===== src/rtl/xtea_pkg.sv =====
// Shared constants, register offsets and types for the IOBUS XTEA coprocessor.
package xtea_pkg;

  localparam logic [31:0] DELTA        = 32'h9E3779B9;
  localparam logic [31:0] SUM_DEC_INIT = 32'hC6EF3720;

  localparam logic [4:0] OFF_KEY0   = 5'h00;
  localparam logic [4:0] OFF_KEY1   = 5'h04;
  localparam logic [4:0] OFF_KEY2   = 5'h08;
  localparam logic [4:0] OFF_KEY3   = 5'h0C;
  localparam logic [4:0] OFF_DATA0  = 5'h10;
  localparam logic [4:0] OFF_DATA1  = 5'h14;
  localparam logic [4:0] OFF_CTRL   = 5'h18;
  localparam logic [4:0] OFF_STATUS = 5'h1C;

  typedef enum logic [1:0] {IDLE, RUN, FINISH} xtea_state_t;

  typedef logic [31:0] key_t[4];

  function automatic logic [31:0] xtea_mix(input logic [31:0] x);
    return ((x << 4) ^ (x >> 5)) + x;
  endfunction

endpackage


===== src/rtl/xtea_round.sv =====
// One full XTEA cycle (both halves) in either direction; purely combinational.
module xtea_round
  import xtea_pkg::*;
(
  input  logic [31:0] v0,
  input  logic [31:0] v1,
  input  logic [31:0] sum,
  input  key_t        key,
  input  logic        mode,
  output logic [31:0] v0_nxt,
  output logic [31:0] v1_nxt,
  output logic [31:0] sum_nxt
);

  always_comb begin
    v0_nxt  = v0;
    v1_nxt  = v1;
    sum_nxt = sum;
    if (!mode) begin
      v0_nxt  = v0 + (xtea_mix(v1) ^ (sum + key[sum[1:0]]));
      sum_nxt = sum + DELTA;
      v1_nxt  = v1 + (xtea_mix(v0_nxt) ^ (sum_nxt + key[sum_nxt[12:11]]));
    end else begin
      // Decrypt undoes the encrypt steps in reverse order.
      v1_nxt  = v1 - (xtea_mix(v0) ^ (sum + key[sum[12:11]]));
      sum_nxt = sum - DELTA;
      v0_nxt  = v0 - (xtea_mix(v1_nxt) ^ (sum_nxt + key[sum_nxt[1:0]]));
    end
  end

endmodule


===== src/rtl/iobus_xtea_engine.sv =====
// Memory-mapped XTEA coprocessor on the MCU IOBUS: key/data/ctrl registers,
// a one-cycle-per-round FSM and a combinational read port with hit flag.
module iobus_xtea_engine
  import xtea_pkg::*;
#(
  parameter logic [31:0] BASE_AD = 32'h11800000,
  parameter int          ROUNDS  = 32
) (
  input  logic        CLK,
  input  logic        RST_N,
  input  logic [31:0] IOBUS_ADDR,
  input  logic [31:0] IOBUS_OUT,
  input  logic        IOBUS_WR,
  output logic [31:0] RD_DATA,
  output logic        RD_HIT,
  output logic        DONE_IRQ
);

  localparam int CNT_W = $clog2(ROUNDS + 1);

  xtea_state_t      state;
  key_t             key;
  logic [31:0]      data0, data1, v0, v1, sum, result0, result1;
  logic [31:0]      v0_nxt, v1_nxt, sum_nxt;
  logic [CNT_W-1:0] cnt;
  logic             mode, done, busy;
  logic [31:0]      off;
  logic             wr_hit, cfg_wr;

  assign off    = IOBUS_ADDR - BASE_AD;
  assign RD_HIT = (off[31:5] == '0) && (off[1:0] == 2'b00);
  assign busy   = (state == RUN);
  assign wr_hit = IOBUS_WR && RD_HIT;
  // Key, data and control are frozen while a run is in progress.
  assign cfg_wr = wr_hit && !busy;

  xtea_round u_round (
    .v0      (v0),
    .v1      (v1),
    .sum     (sum),
    .key     (key),
    .mode    (mode),
    .v0_nxt  (v0_nxt),
    .v1_nxt  (v1_nxt),
    .sum_nxt (sum_nxt)
  );

  always_comb begin
    RD_DATA = '0;
    if (RD_HIT) begin
      case (off[4:0])
        OFF_DATA0:  RD_DATA = result0;
        OFF_DATA1:  RD_DATA = result1;
        OFF_STATUS: RD_DATA = {30'b0, done, busy};
        default:    RD_DATA = '0;
      endcase
    end
  end

  always_ff @(posedge CLK or negedge RST_N) begin
    if (!RST_N) begin
      state    <= IDLE;
      key      <= '{default: '0};
      data0    <= '0;
      data1    <= '0;
      v0       <= '0;
      v1       <= '0;
      sum      <= '0;
      result0  <= '0;
      result1  <= '0;
      cnt      <= '0;
      mode     <= 1'b0;
      done     <= 1'b0;
      DONE_IRQ <= 1'b0;
    end else begin
      DONE_IRQ <= 1'b0;
      if (cfg_wr) begin
        case (off[4:0])
          OFF_KEY0, OFF_KEY1, OFF_KEY2, OFF_KEY3: key[off[3:2]] <= IOBUS_OUT;
          OFF_DATA0: data0 <= IOBUS_OUT;
          OFF_DATA1: data1 <= IOBUS_OUT;
          default: ;
        endcase
      end
      if (wr_hit && off[4:0] == OFF_STATUS && IOBUS_OUT[1]) done <= 1'b0;
      // FINISH below is later in the block, so completion beats a same-edge clear.
      case (state)
        IDLE: begin
          if (cfg_wr && off[4:0] == OFF_CTRL && IOBUS_OUT[0]) begin
            v0    <= data0;
            v1    <= data1;
            sum   <= IOBUS_OUT[1] ? SUM_DEC_INIT : 32'h0;
            cnt   <= '0;
            done  <= 1'b0;
            mode  <= IOBUS_OUT[1];
            state <= RUN;
          end
        end
        RUN: begin
          v0  <= v0_nxt;
          v1  <= v1_nxt;
          sum <= sum_nxt;
          cnt <= cnt + 1'b1;
          if (cnt == CNT_W'(ROUNDS - 1)) state <= FINISH;
        end
        FINISH: begin
          result0  <= v0;
          result1  <= v1;
          done     <= 1'b1;
          DONE_IRQ <= 1'b1;
          state    <= IDLE;
        end
        default: state <= IDLE;
      endcase
    end
  end

endmodule


===== config.mk =====
export PLATFORM = sky130hd
export DESIGN_NAME = iobus_xtea_engine
export DESIGN_NICKNAME = d
export VERILOG_FILES = /design/src/rtl/xtea_pkg.sv /design/src/rtl/xtea_round.sv /design/src/rtl/iobus_xtea_engine.sv
export SDC_FILE = /design/constraint.sdc
export NUM_CORES = 2
export LEC_CHECK = 0
export ABC_AREA = 1
export BUFFER_PORTS_ARGS = -buffer_cell sky130_fd_sc_hd__buf_2
export CAP_MARGIN = 20
export CORE_MARGIN = 3
export CORE_UTILIZATION = 50
export DETAILED_ROUTE_END_ITERATION = 16
export PLACE_DENSITY = 0.71
export REMOVE_ABC_BUFFERS = 1
export SLEW_MARGIN = 20
export SYNTH_ARGS = -nofsm -noshare
export SYNTH_HDL_FRONTEND = slang
export SYNTH_SLANG_ARGS = --single-unit

===== constraint.sdc =====
create_clock -name CLK -period 8.6 [get_ports CLK]
set_input_delay 0.43 -clock CLK [delete_from_list [all_inputs] [get_ports CLK]]
set_output_delay 0.43 -clock CLK [all_outputs]
set_load 0.005 [all_outputs]

==> results.yml <==
outcome:
  status: "finished with violations"
  failed_checks: "negative setup slack"
sta:
  clock.fmax_ghz: 0.1162
  drv_slew: 0
  clock_skew_ns: 0.02656
  max-slew-margin-rel_pct: 22.35
  layout_setup_ws_ns: -0.004192
  post-route-period-util_pct: 100.0
  worst_pin_slew_ns: 1.165
  setup-violations-final: 1
  grt_setup_unrepaired: "yes"
  min_period_ns: 8.604
  hold_violations: 0
worst_hold_path:
  min_path_type: "in2reg"
  holdCritStartpoint: "IOBUS_OUT[1]"
  min_to: "mode"
  worstHoldPathCells: 3
finish:
  finalNonFillerCells: 8403
  drive_gt1_share_pct: 26.41
  area_delta_synth_final_pct: 37.81
  nFillCells: 6922
  nets: 7768
logic_synthesis:
  yosys.area_share.adder_pct: 12.40
  synth_xor_area_share_pct: 12.36
  synth.most_common_cell: "nand2_1"
  yosys.area_share.simple_pct: 21.39
  synth_seq_cells: 363
  synth_warnings: 0
  yosys.area.top_type: "dfrtp_1"
  synth_compound_area_share_pct: 23.63
  ys_seq_area_share_pct: 22.17
  avgSynthCellArea_um2: 6.696
  yosysUniqueCellTypes: 62
  synth_cells: 6120
  synth.area.mux_share_pct: 0
  ys_top_cells_by_area: "dfrtp_1, nand2_1, ha_1, a21oi_1, xor2_1"
  synth-main-ff-cell: "dfrtp_1"
  yosys-top-cells-count: "nand2_1, a21oi_1, inv_1"
  synth.top_cell.area_share_pct: 22.17
  async_flop_share_pct: 100.0
  synth_edf_count: 0
  synth_area_um2: 40980
  synth_top_family_by_area: "compound AO/OA/AOI/OAI gates"
setup_path:
  crit_path_end_kind: "register"
  path_class: "reg2reg"
  r2r_end: "v1[23]"
  cp.required_ns: 9.14
  arrival_ns: 9.14
  crit_path_max_fanout: 28
  slowest_stage: "o21ai_0"
  startpoint_type: "register"
  worst_path_most_repeated_cell: "nand2_1"
  reg2reg_from: "sum[0]"
  r2r_cells: 38
  critPathMaxStageDelay_ns: 0.65
  r2r_slack_ns: -0.004
floorplan:
  die_w_um: 292.3
  start_util_pct: 50.72
  dieArea_um2: 85430
  core-area_um2: 80810
  fp-row-count: 104
  fp.dieH_um: 292.3
  pin_count: 101
drt:
  drc: 0
  drt-total-wl_um: 204000
  drtIter0Drc: 6694
  wire_per_inst_um: 24.27
  viasPerCell: 6.023
  vias: 50620
  drtPass1Iterations: 9
  ant_nets: 0
clocking:
  htreeDepth: 2
  clock_latency_ns: 0.62
  numCtsBuffers: 44
  clock_path_buffers: 3
  cts_tree: "yes"
  cts.sinks: 363
  ctsRootBufferMaster: "clkbuf_16"
  path_clk_slew_ns: 0.07
placed_design:
  io_buffers: 100
  place_inst: 8217
  place.gp.congestion: 1.124
  hpwl_um: 160800
global_route:
  grt_pass1_wl_um: 286800
  overflow: 0
  grt_antenna_before_repair: 6
  grt_max_degree: 120
  first_global_vias: 46340
  grt_usage_pct: 44.71
job:
  cap_viol_max_count: 0
## cell usage in the layout, fill, tap and decap left out, types with 52 or more instances in the layout
master,instances
nand2_1,1352
xnor2_1,147
buf_4,1181
o21ai_1,197
dfrtp_1,359
nor2_1,357
nand3_1,189
clkbuf_16,52
nand2_2,53
a21oi_2,106
ha_1,335
o211ai_1,70
a21oi_1,586
xor2_1,351
inv_1,630
o21ai_0,474
buf_2,99
## state kept, by name, indices dropped and copies added (netlist names)
register	cells
data0	32
data1	32
sum	32
v0	32
result0	32
key	128
result1	32
state	2
v1	32
DONE_IRQ	1
done	1
cnt	6
mode	1
## final cells by class
type | count | area (µm²) | share of cell area, %
multi-input cells | 4894 | 31650 | 56.04
repair buffers | 1337 | 10300 | 18.24
flip-flops and latches | 363 | 9091 | 16.10
inverters | 662 | 2507 | 4.440
well taps | 1060 | 1326 | 2.348
clock buffers | 56 | 1216 | 2.153
clock inverters | 25 | 369.1 | 0.6535
diodes | 6 | 15.01 | 0.02658
## how the worst max path moves through the flow
| stage | startpoint | end | cells past startpoint |
|---|---|---|---|
| 2_1_floorplan | sum[0] | v1[31] | 57 |
| 3_3_place_gp | sum[0] | v1[31] | 58 |
| 3_5_place_dp | sum[0] | v1[31] | 58 |
| 4_1_cts | sum[0] | v1[31] | 59 |
| 5_1_grt | sum[0] | v1[31] | 58 |
| 6_report | sum[0] | v1[23] | 38 |
## cell families after synthesis
family	Yosys count
compound gates	1760
xor+xnor	572
fa+ha+maj	399
buf+inv	863
flops	363
simple gates	2163
## worst max-delay path: cells and delay by family (launching register included)
| kind | cells | cell delay (ns) |
|---|---|---|
| adder cells (fa/ha/maj) | 3 | 1.07 |
| flip-flops | 1 | 0.42 |
| AO/OA/AOI/OAI | 9 | 2.95 |
| buffers and inverters | 9 | 1.66 |
| XOR/XNOR | 1 | 0.18 |
| AND/OR/NAND/NOR | 16 | 2.23 |
## stage by stage
step	worst slack (ns)	cell area, µm²	TNS, ns	hold WS, ns	util, %
3_5_place_dp	-1.286	50670	-7.802	0.4364	62.71
3_3_place_gp	-1.211	50670	-7.404	0.4300	62.71
6_report	-0.004192	56480	-0.004192	0.1687	69.89
2_1_floorplan	-2.388	40170	-52.60	0.1344	-
4_1_cts	-0.03153	53070	-0.03153	0.1474	65.68
5_1_grt	-0.2798	56470	-1.678	0.1665	69.88
## what timing repair did
action	4_1_cts	5_1_grt
setup buffers	20	72
gates resized for setup	138	558
pin swaps	39	218
hold buffers	1	0
cloned	0	9
setup endpoints to repair	20	35
hold endpoints to repair	86	0
## metal layers
metal  track usage (%)  share of wire, %  vias up
li1                  -                 -    22930
met1             59.96                39    23800
met2             67.13                42     3263
met3             13.82                14      620
met4             18.09               5.2        4
met5                 0             0.014        -
Power is left out: the tool's default activity adds up to more than one toggle a clock period on the data nets, which glitch-free logic cannot reach.
